===== src/rtl/dfp_burst_adapter.sv =====
// Responder for the cache downward-facing port: each 256-bit line read or
// writeback becomes a 4-beat, 64-bit burst on the memory interface.
module dfp_burst_adapter #(
    parameter int LINE_WIDTH = 256,
    parameter int BEAT_WIDTH = 64
) (
    input  logic                  clk,
    input  logic                  rst_n,
    input  logic [31:0]           dfp_addr,
    input  logic                  dfp_read,
    input  logic                  dfp_write,
    input  logic [LINE_WIDTH-1:0] dfp_wdata,
    output logic [LINE_WIDTH-1:0] dfp_rdata,
    output logic                  dfp_resp,
    output logic [31:0]           mem_addr,
    output logic                  mem_read,
    output logic                  mem_write,
    output logic [BEAT_WIDTH-1:0] mem_wdata,
    input  logic                  mem_ready,
    input  logic [BEAT_WIDTH-1:0] mem_rdata,
    input  logic                  mem_rvalid
);

    localparam int BEATS       = LINE_WIDTH / BEAT_WIDTH;
    localparam int OFFSET_BITS = $clog2(LINE_WIDTH / 8);
    localparam int CNT_W       = $clog2(BEATS);

    localparam logic [CNT_W-1:0] LAST_BEAT = CNT_W'(BEATS - 1);
    localparam logic [31:0]      ADDR_MASK = ~((32'd1 << OFFSET_BITS) - 32'd1);

    typedef enum logic [2:0] {
        IDLE    = 3'd0,
        RD_REQ  = 3'd1,
        RD_DATA = 3'd2,
        WR_DATA = 3'd3,
        RESP    = 3'd4
    } state_t;

    state_t                  state_r;
    state_t                  state_s;
    logic [CNT_W-1:0]        cnt_r;
    logic [CNT_W-1:0]        cnt_s;
    logic [31:0]             addr_r;
    logic [LINE_WIDTH-1:0]   wdata_r;
    logic [LINE_WIDTH-1:0]   line_r;
    logic [LINE_WIDTH-1:0]   wsrc_s;
    logic [BEAT_WIDTH-1:0]   mem_wdata_s;
    logic [BEAT_WIDTH-1:0]   mem_wdata_r;
    logic                    mem_read_r;
    logic                    mem_write_r;
    logic                    dfp_resp_r;

    // Next-state and beat-counter logic; write wins if both requests are seen.
    always_comb begin
        state_s = state_r;
        cnt_s   = cnt_r;
        case (state_r)
            IDLE: begin
                cnt_s = {CNT_W{1'b0}};
                if (dfp_write) begin
                    state_s = WR_DATA;
                end else if (dfp_read) begin
                    state_s = RD_REQ;
                end else begin
                    state_s = IDLE;
                end
            end
            RD_REQ: begin
                cnt_s = {CNT_W{1'b0}};
                if (mem_ready) begin
                    state_s = RD_DATA;
                end else begin
                    state_s = RD_REQ;
                end
            end
            RD_DATA: begin
                if (mem_rvalid && (cnt_r == LAST_BEAT)) begin
                    state_s = RESP;
                    cnt_s   = {CNT_W{1'b0}};
                end else if (mem_rvalid) begin
                    cnt_s = cnt_r + {{(CNT_W-1){1'b0}}, 1'b1};
                end else begin
                    cnt_s = cnt_r;
                end
            end
            WR_DATA: begin
                if (mem_ready && (cnt_r == LAST_BEAT)) begin
                    state_s = RESP;
                    cnt_s   = {CNT_W{1'b0}};
                end else if (mem_ready) begin
                    cnt_s = cnt_r + {{(CNT_W-1){1'b0}}, 1'b1};
                end else begin
                    cnt_s = cnt_r;
                end
            end
            RESP: begin
                state_s = IDLE;
                cnt_s   = {CNT_W{1'b0}};
            end
            default: begin
                state_s = IDLE;
                cnt_s   = {CNT_W{1'b0}};
            end
        endcase
    end

    // Next write beat; on the accepting cycle the line still comes straight from the port.
    always_comb begin
        if (state_r == IDLE) begin
            wsrc_s = dfp_wdata;
        end else begin
            wsrc_s = wdata_r;
        end
        if (state_s == WR_DATA) begin
            mem_wdata_s = wsrc_s[int'(cnt_s) * BEAT_WIDTH +: BEAT_WIDTH];
        end else begin
            mem_wdata_s = {BEAT_WIDTH{1'b0}};
        end
    end

    // State, counter and request latches.
    always_ff @(posedge clk or negedge rst_n) begin
        if (!rst_n) begin
            state_r <= IDLE;
            cnt_r   <= {CNT_W{1'b0}};
            addr_r  <= 32'd0;
            wdata_r <= {LINE_WIDTH{1'b0}};
        end else begin
            state_r <= state_s;
            cnt_r   <= cnt_s;
            if ((state_r == IDLE) && (dfp_write || dfp_read)) begin
                addr_r <= dfp_addr & ADDR_MASK;
            end else begin
                addr_r <= addr_r;
            end
            if ((state_r == IDLE) && dfp_write) begin
                wdata_r <= dfp_wdata;
            end else begin
                wdata_r <= wdata_r;
            end
        end
    end

    // Read line assembly; the line doubles as dfp_rdata and holds between reads.
    always_ff @(posedge clk or negedge rst_n) begin
        if (!rst_n) begin
            line_r <= {LINE_WIDTH{1'b0}};
        end else if ((state_r == RD_DATA) && mem_rvalid) begin
            line_r[int'(cnt_r) * BEAT_WIDTH +: BEAT_WIDTH] <= mem_rdata;
        end else begin
            line_r <= line_r;
        end
    end

    // Output registers, loaded from the upcoming state so they align with it.
    always_ff @(posedge clk or negedge rst_n) begin
        if (!rst_n) begin
            mem_read_r  <= 1'b0;
            mem_write_r <= 1'b0;
            mem_wdata_r <= {BEAT_WIDTH{1'b0}};
            dfp_resp_r  <= 1'b0;
        end else begin
            mem_read_r  <= (state_s == RD_REQ);
            mem_write_r <= (state_s == WR_DATA);
            mem_wdata_r <= mem_wdata_s;
            dfp_resp_r  <= (state_s == RESP);
        end
    end

    assign dfp_rdata = line_r;
    assign dfp_resp  = dfp_resp_r;
    assign mem_addr  = addr_r;
    assign mem_read  = mem_read_r;
    assign mem_write = mem_write_r;
    assign mem_wdata = mem_wdata_r;

endmodule


===== config.mk =====
export PLATFORM = sky130hd
export DESIGN_NAME = dfp_burst_adapter
export DESIGN_NICKNAME = d
export VERILOG_FILES = /design/src/rtl/dfp_burst_adapter.sv
export SDC_FILE = /design/constraint.sdc
export NUM_CORES = 1
export LEC_CHECK = 0
export CORE_AREA = 2 2 276 278
export CTS_BUF_LIST = sky130_fd_sc_hd__clkbuf_8
export CTS_CLUSTER_SIZE = 20
export DETAILED_ROUTE_END_ITERATION = 16
export DIE_AREA = 0 0 278 280
export SETUP_SLACK_MARGIN = 0.15
export SLEW_MARGIN = 20
export SYNTH_ARGS = -nofsm -noshare
export SYNTH_HDL_FRONTEND = slang
export SYNTH_SLANG_ARGS = --single-unit

===== constraint.sdc =====
create_clock -name clk -period 2.8 [get_ports clk]
set_input_delay 0.56 -clock clk [delete_from_list [all_inputs] [get_ports clk]]
set_output_delay 0.56 -clock clk [all_outputs]
set_load 0.02 [all_outputs]

==> results_tabular.tex, run 1 <==
\begin{tabular}{lr}
\hline
Metric & Value \\
\hline
\multicolumn{2}{l}{\textbf{CTS}} \\
\quad Clock Sinks & $\sim$600 \\
\quad H-tree level count & 3 \\
\quad Clock tree buffer depth & 3 \\
\quad Cell at the root of the clock tree & sky130\_fd\_sc\_hd\_\_clkbuf\_8 \\
\quad CTS tree & done \\
\quad Number of CTS-inserted buffers & $\sim$110 \\
\quad Worst skew pair latency & between 0.6 and 0.7 ns \\
\quad Clock-pin slew on the worst setup and hold paths & 0.06 ns \\
\multicolumn{2}{l}{\textbf{Setup path}} \\
\quad Crit path largest cell delay & 0.51 ns \\
\quad Critical path class & flop to flop \\
\quad Critical-path cell with the highest stage delay & sky130\_fd\_sc\_hd\_\_mux4\_2 \\
\quad CP max FO & 9 \\
\quad Worst reg-to-reg setup slack & 0.25 ns \\
\quad Crit path DAT & 3.13 ns \\
\quad Sequence of cells on the critical path & or3b\_1 -> o22ai\_4 -> buf\_12 -> clkbuf\_16 -> buf\_4 -> mux4\_2 -> a22o\_1 \\
\quad Kind of start point of the critical path & flop \\
\quad WP data required & 3.37 ns \\
\quad Type of destination of the critical path & flop \\
\multicolumn{2}{l}{\textbf{Yosys}} \\
\quad Synthesis warning total & 0 \\
\quad Mean cell area of the mapped netlist & around 13 um2 \\
\quad Synth Register Bits & $\sim$610 \\
\quad Most area-hungry cell type in the Yosys netlist & sky130\_fd\_sc\_hd\_\_dfrtp\_1 \\
\quad Share of the synthesized area in the top cell type & about 58\% \\
\quad Cell count after synthesis & approximately 2100 \\
\quad Mapped Area & around 26000 um2 \\
\quad Count of unique library cells instantiated by Yosys & 32 \\
\quad Top area cells in the synthesized netlist & sky130\_fd\_sc\_hd\_\_dfrtp\_1, sky130\_fd\_sc\_hd\_\_mux2\_2, sky130\_fd\_sc\_hd\_\_mux4\_2 \\
\quad Portion of the post-synthesis area used by sequential elements & between 50 and 60\% \\
\multicolumn{2}{l}{\textbf{Power and ir drop}} \\
\quad P\_sw & roughly 13 mW \\
\quad Sw Ratio & 34.0\% \\
\quad Sequential share of power & 34.9\% \\
\quad Largest vdd supply drop & 630 uV \\
\quad Cell Pwr Density & 1060 nW/um2 \\
\quad Combinational cell fraction of total power & 44.3\% \\
\quad Leakage power figure & between 15 and 20 nW \\
\quad Internal portion of total power & 26.0 mW \\
\quad Share of total power in the clock network & between 20\% and 30\% \\
\multicolumn{2}{l}{\textbf{Layout}} \\
\quad Non-filler cells, final & 3886 \\
\quad Area growth syn-to-layout & 41.6\% \\
\quad Final nets & roughly 3200 \\
\quad Register cell area after layout & around 15000 um2 \\
\quad Multi-input gate area & slightly above 10000 um2 \\
\quad Fraction of layout cells with a size suffix above 1 & 22.9\% \\
\quad Count of fill cells added during filler insertion & about 6600 \\
\multicolumn{2}{l}{\textbf{GRT}} \\
\quad Initial antenna violation count & 38 \\
\quad GRT met2 Usage & 35.7\% \\
\quad GRT Util Overall & 21.6\% \\
\quad Routing usage on met1 & between 20\% and 30\% \\
\quad Most congested layer reported by global routing & met2 \\
\quad First-pass GRT wire length & $\sim$130 mm \\
\quad Vias in the first global route & 20400 \\
\quad Sum of overflow across all layers after global routing & 0 \\
\quad Largest net degree at the start of global routing & just over 80 \\
\quad Routing usage on met3 & roughly 7.7\% \\
\multicolumn{2}{l}{\textbf{Route}} \\
\quad Per-cell via count in the routed design & 5.04 \\
\quad DR iter-0 viols & between 900 and 1000 \\
\quad Total DRC errors in the routed layout & 0 \\
\quad Drt pass-1 iters & 5 \\
\quad WL per Instance & 22.1 um \\
\quad Post-detailed-routing wire length & 85.9 mm \\
\quad Vias after detailed routing & approximately 20000 \\
\quad Remaining number of nets flagged by the antenna check after routing & 0 \\
\multicolumn{2}{l}{\textbf{Placement}} \\
\quad Hpwl dp & about 62 mm \\
\quad GP Congestion & between 0.8 and 0.9 \\
\quad \# port buffers & around 700 \\
\quad Post-placement worst setup slack & -0.102 ns \\
\quad \# placed instances & between 3000 and 4000 \\
\multicolumn{2}{l}{\textbf{STA}} \\
\quad RSZ-0062 raised after global routing & yes \\
\quad Max Freq & around 0.39 GHz \\
\quad Pin slew with the least headroom to its limit & 0.636 ns \\
\quad Final worst-path cycle share & roughly nine tenths \\
\quad Relative slew slack & a little under 60\% \\
\quad Final Max Slew Viols & 0 \\
\quad Final number of setup-violating endpoints & 0 \\
\quad Worst-case clock skew & $\sim$0.054 ns \\
\quad Final hold violation count & 0 \\
\quad Minimum clock period after layout & around 2.6 ns \\
\quad Worst setup slack after layout & approximately 0.25 ns \\
\multicolumn{2}{l}{\textbf{Outcome}} \\
\quad Result of the run & completed \\
\multicolumn{2}{l}{\textbf{Floorplan}} \\
\quad Core area & about 75000 um2 \\
\quad Chip width & $\sim$280 um \\
\quad Starting density of the core & 35.1\% \\
\quad Rows & 101 \\
\quad Area enclosed by the die boundary & 77800 um2 \\
\quad Die height & between 200 and 300 um \\
\quad I/O Pins & a little over 700 \\
\multicolumn{2}{l}{\textbf{Run}} \\
\quad Reported max-cap violation count & 0 \\
\multicolumn{2}{l}{\textbf{Worst hold path}} \\
\quad Worst min path class & primary input to async pin \\
\hline
\end{tabular}
## layout make-up
class / instances / area share, %
Multi-Input combinational cell: 1294 / 27.5
Timing Repair Buffer: 797 / 22.3
Antenna cell: 15 / 0.101
Clock buffer: 132 / 4.87
Tap cell: 978 / 3.28
Sequential cell: 611 / 41.0
Clock inverter: 54 / 0.871
Inverter: 5 / 0.0503
## stage by stage
stage	total power [mW]	area (um2)	TNS (ns)	hold slack [ns]	utilization, %
global route	41.7	37300	0	0.417	49.6
CTS	39.4	37100	0	0.388	49.3
detailed placement	31.1	34900	-1.69	0.470	46.5
finish	39.5	37300	0	0.438	49.7
global placement	30.5	34900	-1.83	0.463	46.5
floorplan	24.6	26400	0	0.264	-
## what timing repair did
item,in CTS,in global routing
hold endpoints to repair,39,0
hold buffers,1,0
setup endpoints to repair,0,18
buffers inserted,0,12
resized for setup,0,4
## registers in the layout, summed over array words and instances (netlist names)
signal / flops
mem_wdata: 64
dfp_resp: 1
mem_addr: 27
cnt_r: 2
mem_read: 1
mem_write: 1
dfp_rdata: 256
wdata_r: 256
state_r: 3
## routing by layer
layer  part of all wire [%]  wire, um
met3                    8.8      7530
met5                   0.36       307
met1                     39     33400
met2                     49     42200
met4                    2.9      2450
## power groups by stage
stage	clock network (mW)	logic [mW]	registers (mW)
global placement	0	16.8	13.7
CTS	8.42	17.2	13.8
finish	8.19	17.5	13.8
detailed placement	0	17.2	13.9
global route	8.84	18.7	14.1
floorplan	0	9.63	15.0
## worst max-delay path, delay by kind of cell, from the launching register on
| family | cells | cell delay (ns) |
|---|---|---|
| simple gates | 1 | 0.47 |
| compound gates | 2 | 0.47 |
| buf+inv | 3 | 0.48 |
| flops | 1 | 0.50 |
| mux | 1 | 0.51 |
## cell usage after synthesis (all sizes together)
cell	instances
nor2	7
nor2b	3
a21oi	1
o21ai	258
nor4	1
or2	1
mux2i	4
clkbuf	109
o22ai	1
nor3b	4
dfrtp	611
a31oi	2
a211oi	1
nor3	5
mux2	283
and2	1
or3b	1
ha	5
a22o	64
nand2	519
mux4	128
buf	53
conb	1
inv	5
## placed cells by master, fill, tap and decap left out, types with 3 or more instances in the layout
cell type                         instances
sky130_fd_sc_hd__mux4_1                   8
sky130_fd_sc_hd__o21ai_1                 67
sky130_fd_sc_hd__a22o_1                  64
sky130_fd_sc_hd__buf_4                   49
sky130_fd_sc_hd__nand2_4                  4
sky130_fd_sc_hd__nand2_1                515
sky130_fd_sc_hd__mux4_2                 120
sky130_fd_sc_hd__nor3b_2                  3
sky130_fd_sc_hd__clkbuf_16                3
sky130_fd_sc_hd__mux2_2                 283
sky130_fd_sc_hd__inv_1                   42
sky130_fd_sc_hd__buf_16                   3
sky130_fd_sc_hd__nor3_1                   3
sky130_fd_sc_hd__clkinvlp_4               3
sky130_fd_sc_hd__diode_2                 15
sky130_fd_sc_hd__conb_1                   5
sky130_fd_sc_hd__clkbuf_8               132
sky130_fd_sc_hd__nor2_1                   6
sky130_fd_sc_hd__ha_1                     5
sky130_fd_sc_hd__o21ai_0                191
sky130_fd_sc_hd__clkdlybuf4s50_1        701
sky130_fd_sc_hd__dfrtp_1                611
sky130_fd_sc_hd__mux2i_1                  4
sky130_fd_sc_hd__buf_12                  38
sky130_fd_sc_hd__clkinv_2                 7
## cell families after synthesis
logic type      after synthesis  synth area share, %
buf+inv                     167                 3.33
simple gates                542                 7.96
other cells                   1               0.0142
compound gates              327                 7.17
fa+ha+maj                     5                0.237
flops                       611                 58.0
mux                         415                 23.3
## worst paths after layout
path	start	endpoint	depth (start not counted)
hold reg to reg	dfp_rdata[65]	dfp_rdata[65]	2
max in group asynchronous	rst_n	dfp_rdata[81]	4
setup reg to reg	state_r[2]	mem_wdata[31]	7
min in group clk	dfp_addr[25]	mem_addr[25]	2
setup / recovery	state_r[2]	mem_wdata[31]	7
hold / removal	rst_n	mem_wdata[38]	2
(Power assumes the default switching activity.)
==> run 2, diff against run 1 <==
--- a/config.mk
+++ b/config.mk
@@ -5,13 +5,13 @@
 export SDC_FILE = /design/constraint.sdc
 export NUM_CORES = 1
 export LEC_CHECK = 0
-export CORE_AREA = 2 2 276 278
+export CORE_AREA = 2 2 278 280
 export CTS_BUF_LIST = sky130_fd_sc_hd__clkbuf_8
 export CTS_CLUSTER_SIZE = 20
 export DETAILED_ROUTE_END_ITERATION = 16
-export DIE_AREA = 0 0 278 280
+export DIE_AREA = 0 0 280 282
 export SETUP_SLACK_MARGIN = 0.15
-export SLEW_MARGIN = 20
+export SLEW_MARGIN = 10
 export SYNTH_ARGS = -nofsm -noshare
 export SYNTH_HDL_FRONTEND = slang
 export SYNTH_SLANG_ARGS = --single-unit
==> results_tabular.tex, run 2 (synthesized netlist as in run 1, its figures left out) <==
\begin{tabular}{lr}
\hline
Metric & Value \\
\hline
\multicolumn{2}{l}{\textbf{Floorplan}} \\
\quad Area enclosed by the die boundary & 79000 um2 (+1.4\%) \\
\quad Starting density of the core & 34.8\% (-0.23 points) \\
\quad Chip width & 280 um (+0.72\%) \\
\quad I/O Pins & 713 (unchanged) \\
\quad Core area & 75700 um2 (+0.67\%) \\
\quad Die height & 282 um (+0.71\%) \\
\quad Rows & 101 (unchanged) \\
\multicolumn{2}{l}{\textbf{Layout}} \\
\quad Most frequent cells in the layout & sky130\_fd\_sc\_hd\_\_clkdlybuf4s50\_1, sky130\_fd\_sc\_hd\_\_dfrtp\_1, sky130\_fd\_sc\_hd\_\_nand2\_1 \\
\quad Commonest non-fill, non-tap cell in the layout & sky130\_fd\_sc\_hd\_\_clkdlybuf4s50\_1 \\
\quad Final core area utilization & 49.1\% (-0.53 points) \\
\quad Non-Filler Cell Area, Final & 37200 um2 (-0.39\%) \\
\quad Area growth syn-to-layout & 41.1\% \\
\quad Non-filler cells, final & 3875 (-0.28\%) \\
\quad Final nets & 3161 (-0.57\%) \\
\quad Fraction of layout cells with a size suffix above 1 & 22.7\% (-0.22 points) \\
\multicolumn{2}{l}{\textbf{GRT}} \\
\quad Vias in the first global route & 20500 (+0.26\%) \\
\quad Most congested layer reported by global routing & met2 \\
\quad Initial antenna violation count & 37 (-2.6\%) \\
\quad Sum of overflow across all layers after global routing & 0 (unchanged) \\
\quad First-pass GRT wire length & 126 mm (-1.9\%) \\
\quad GRT Util Overall & 20.9\% (-0.68 points) \\
\quad GRT met2 Usage & 34.9\% (-0.84 points) \\
\quad Routing usage on met1 & 25.1\% (-0.76 points) \\
\quad Largest net degree at the start of global routing & 88 (+7.3\%) \\
\quad Routing usage on met3 & 7.08\% (-0.64 points) \\
\multicolumn{2}{l}{\textbf{Power and ir drop}} \\
\quad Cell Pwr Density & 1050 nW/um2 (-0.40\%) \\
\quad Largest vdd supply drop & 687 uV (+9.1\%) \\
\quad Combinational cell fraction of total power & 43.4\% (-0.9 points) \\
\quad Leakage power figure & 15.3 nW (-0.58\%) \\
\quad Share of total power in the clock network & 21.4\% (+0.6 points) \\
\quad Internal portion of total power & 25.9 mW (-0.71\%) \\
\quad Sequential share of power & 35.2\% (+0.3 points) \\
\quad Total power & 39.1 mW (-0.79\%) \\
\quad P\_sw & 13.3 mW (-0.94\%) \\
\quad Sw Ratio & 33.9\% (-0.052 points) \\
\multicolumn{2}{l}{\textbf{STA}} \\
\quad Final hold violation count & 0 (unchanged) \\
\quad Minimum clock period after layout & 2.53 ns (-0.0188 ns) \\
\quad Setup TNS after final layout & 0 ns (unchanged) \\
\quad RSZ-0062 raised after global routing & yes \\
\quad Relative slew slack & 58.0\% (+0.38 points) \\
\quad Worst-case clock skew & 0.0293 ns (-0.0245 ns) \\
\quad Pin slew with the least headroom to its limit & 0.630 ns (-0.00570 ns) \\
\quad Max Freq & 0.394 GHz (+0.74\%) \\
\quad Final Max Slew Viols & 0 (unchanged) \\
\quad Final worst-path cycle share & 90.5\% (-0.67 points) \\
\quad Final number of setup-violating endpoints & 0 (unchanged) \\
\multicolumn{2}{l}{\textbf{Placement}} \\
\quad \# placed instances & 3668 (-0.027\%) \\
\quad Placed cell area & 34900 um2 (about the same) \\
\quad \# port buffers & 702 (unchanged) \\
\quad Hpwl dp & 60.3 mm (-2.4\%) \\
\quad GP Congestion & 0.826 (-1.4\%) \\
\multicolumn{2}{l}{\textbf{Setup path}} \\
\quad Critical path class & flop to flop \\
\quad Sequence of cells on the critical path & ha\_1 -> nor2\_1 -> mux2i\_1 -> o22ai\_4 -> buf\_12 -> buf\_16 -> mux4\_1 -> a22o\_1 \\
\quad Reg-to-reg critical path startpoint & cnt\_r[1] \\
\quad Worst reg-to-reg setup slack & 0.27 ns (+0.02 ns) \\
\quad Reg-to-reg endpoint & mem\_wdata[8] \\
\quad CP max FO & 23 (+14) \\
\quad Crit path largest cell delay & 0.58 ns (+0.07 ns) \\
\quad Number of stages on the worst setup path & 8 (+1) \\
\quad Crit path DAT & 3.12 ns (about the same) \\
\quad Critical-path cell with the highest stage delay & sky130\_fd\_sc\_hd\_\_mux4\_1 \\
\quad Type of destination of the critical path & flop \\
\quad WP data required & 3.38 ns (about the same) \\
\quad Kind of cell adding the most delay to the critical path & multiplexers \\
\quad FF-to-FF path depth & 8 (+1) \\
\quad Buffers \& Inverters on Critical Path & 2 (-1) \\
\quad Kind of start point of the critical path & flop \\
\multicolumn{2}{l}{\textbf{CTS}} \\
\quad Clock-pin slew on the worst setup and hold paths & 0.06 ns (about the same) \\
\quad H-tree level count & 3 (unchanged) \\
\quad Worst skew pair latency & 0.68 ns (about the same) \\
\quad Cell at the root of the clock tree & sky130\_fd\_sc\_hd\_\_clkbuf\_8 \\
\quad Clock tree buffer depth & 3 (unchanged) \\
\quad Clock Sinks & 611 (unchanged) \\
\quad Number of post-CTS setup repair buffers & 0 (unchanged) \\
\quad CTS tree & done \\
\quad Number of CTS-inserted buffers & 105 (-1.9\%) \\
\multicolumn{2}{l}{\textbf{Route}} \\
\quad Per-cell via count in the routed design & 5.04 (-0.10\%) \\
\quad Remaining number of nets flagged by the antenna check after routing & 0 (unchanged) \\
\quad Post-detailed-routing wire length & 83.5 mm (-2.8\%) \\
\quad WL per Instance & 21.5 um (-2.5\%) \\
\quad Vias after detailed routing & 19500 (-0.38\%) \\
\quad Drt pass-1 iters & 7 (+2) \\
\quad DR iter-0 viols & 1046 (+5.0\%) \\
\quad Total DRC errors in the routed layout & 0 (unchanged) \\
\multicolumn{2}{l}{\textbf{Worst hold path}} \\
\quad Worst min path class & primary input to async pin \\
\multicolumn{2}{l}{\textbf{Outcome}} \\
\quad Result of the run & completed \\
\multicolumn{2}{l}{\textbf{Run}} \\
\quad Reported max-cap violation count & 0 (unchanged) \\
\hline
\end{tabular}
[run 2: cell types whose count changed in the layout (fill, tap and decap cells not counted), sizes merged]
cell / delta
inv: -3
clkbuf: -7
diode: +1
buf: -13
clkinv: +8
bufinv: +3
[run 2: area by class of cell]
class                      instances  area (um2)
antenna                           16        40.0
clock buffer                     128        1760
fill                            6638       38500
tap                              978        1220
clock inverter                    62         434
inverter                           5        18.8
multi-input combinational       1294       10300
timing repair buffer             781        8130
sequential                       611       15300
[run 2: through the flow]
step / setup slack (ns) / hold WS [ns]
2_1_floorplan: 0.399 / 0.264
3_3_place_gp: -0.00936 / 0.462
3_5_place_dp: -0.0456 / 0.469
4_1_cts: 0.217 / 0.376
5_1_grt: 0.110 / 0.414
6_report: 0.265 / 0.422
[run 2: how the worst max path moves through the flow]
stage,from,endpoint
floorplan,cnt_r[0],mem_wdata[10]
global placement,mem_ready,mem_wdata[10]
detailed placement,mem_rvalid,mem_wdata[8]
CTS,cnt_r[1],mem_wdata[25]
global route,cnt_r[1],mem_wdata[35]
finish,cnt_r[1],mem_wdata[8]
[run 2: what timing repair did]
item | CTS | global route
endpoints found under the hold margin | 49 | 0
resized for setup | 0 | 3
hold buffers | 1 | 0
endpoints found under the setup margin | 0 | 32
[run 2: power by group through the flow]
stage / combinational (mW) / sequential, mW / clock, mW
4_1_cts: 17.2 / 13.8 / 8.64
2_1_floorplan: 9.63 / 15.0 / 0
3_5_place_dp: 17.2 / 13.9 / 0
3_3_place_gp: 16.7 / 13.7 / 0
6_report: 17.0 / 13.8 / 8.39
5_1_grt: 18.2 / 14.1 / 9.04
[run 2: layer usage]
| layer | wire (um) | share of wire (%) |
|---|---|---|
| met5 | 230 | 0.28 |
| met4 | 2530 | 3.0 |
| met3 | 7250 | 8.7 |
| met2 | 41400 | 50 |
| met1 | 32100 | 38 |
==> run 3, diff against run 2 <==
==> constraint.sdc (replaced) <==
create_clock -name clk -period 2.8 [get_ports clk]
set_input_delay 0.56 -clock clk [delete_from_list [all_inputs] [get_ports clk]]
set_output_delay 0.56 -clock clk [all_outputs]
set_load 0.005 [all_outputs]
==> results of run 3 <==
The final DEF is identical to that of run 2. Status: completed.
Main changes from that run: total power 39.1 mW -> 37.6 mW; worst IR drop on VDD 687 uV -> 683 uV
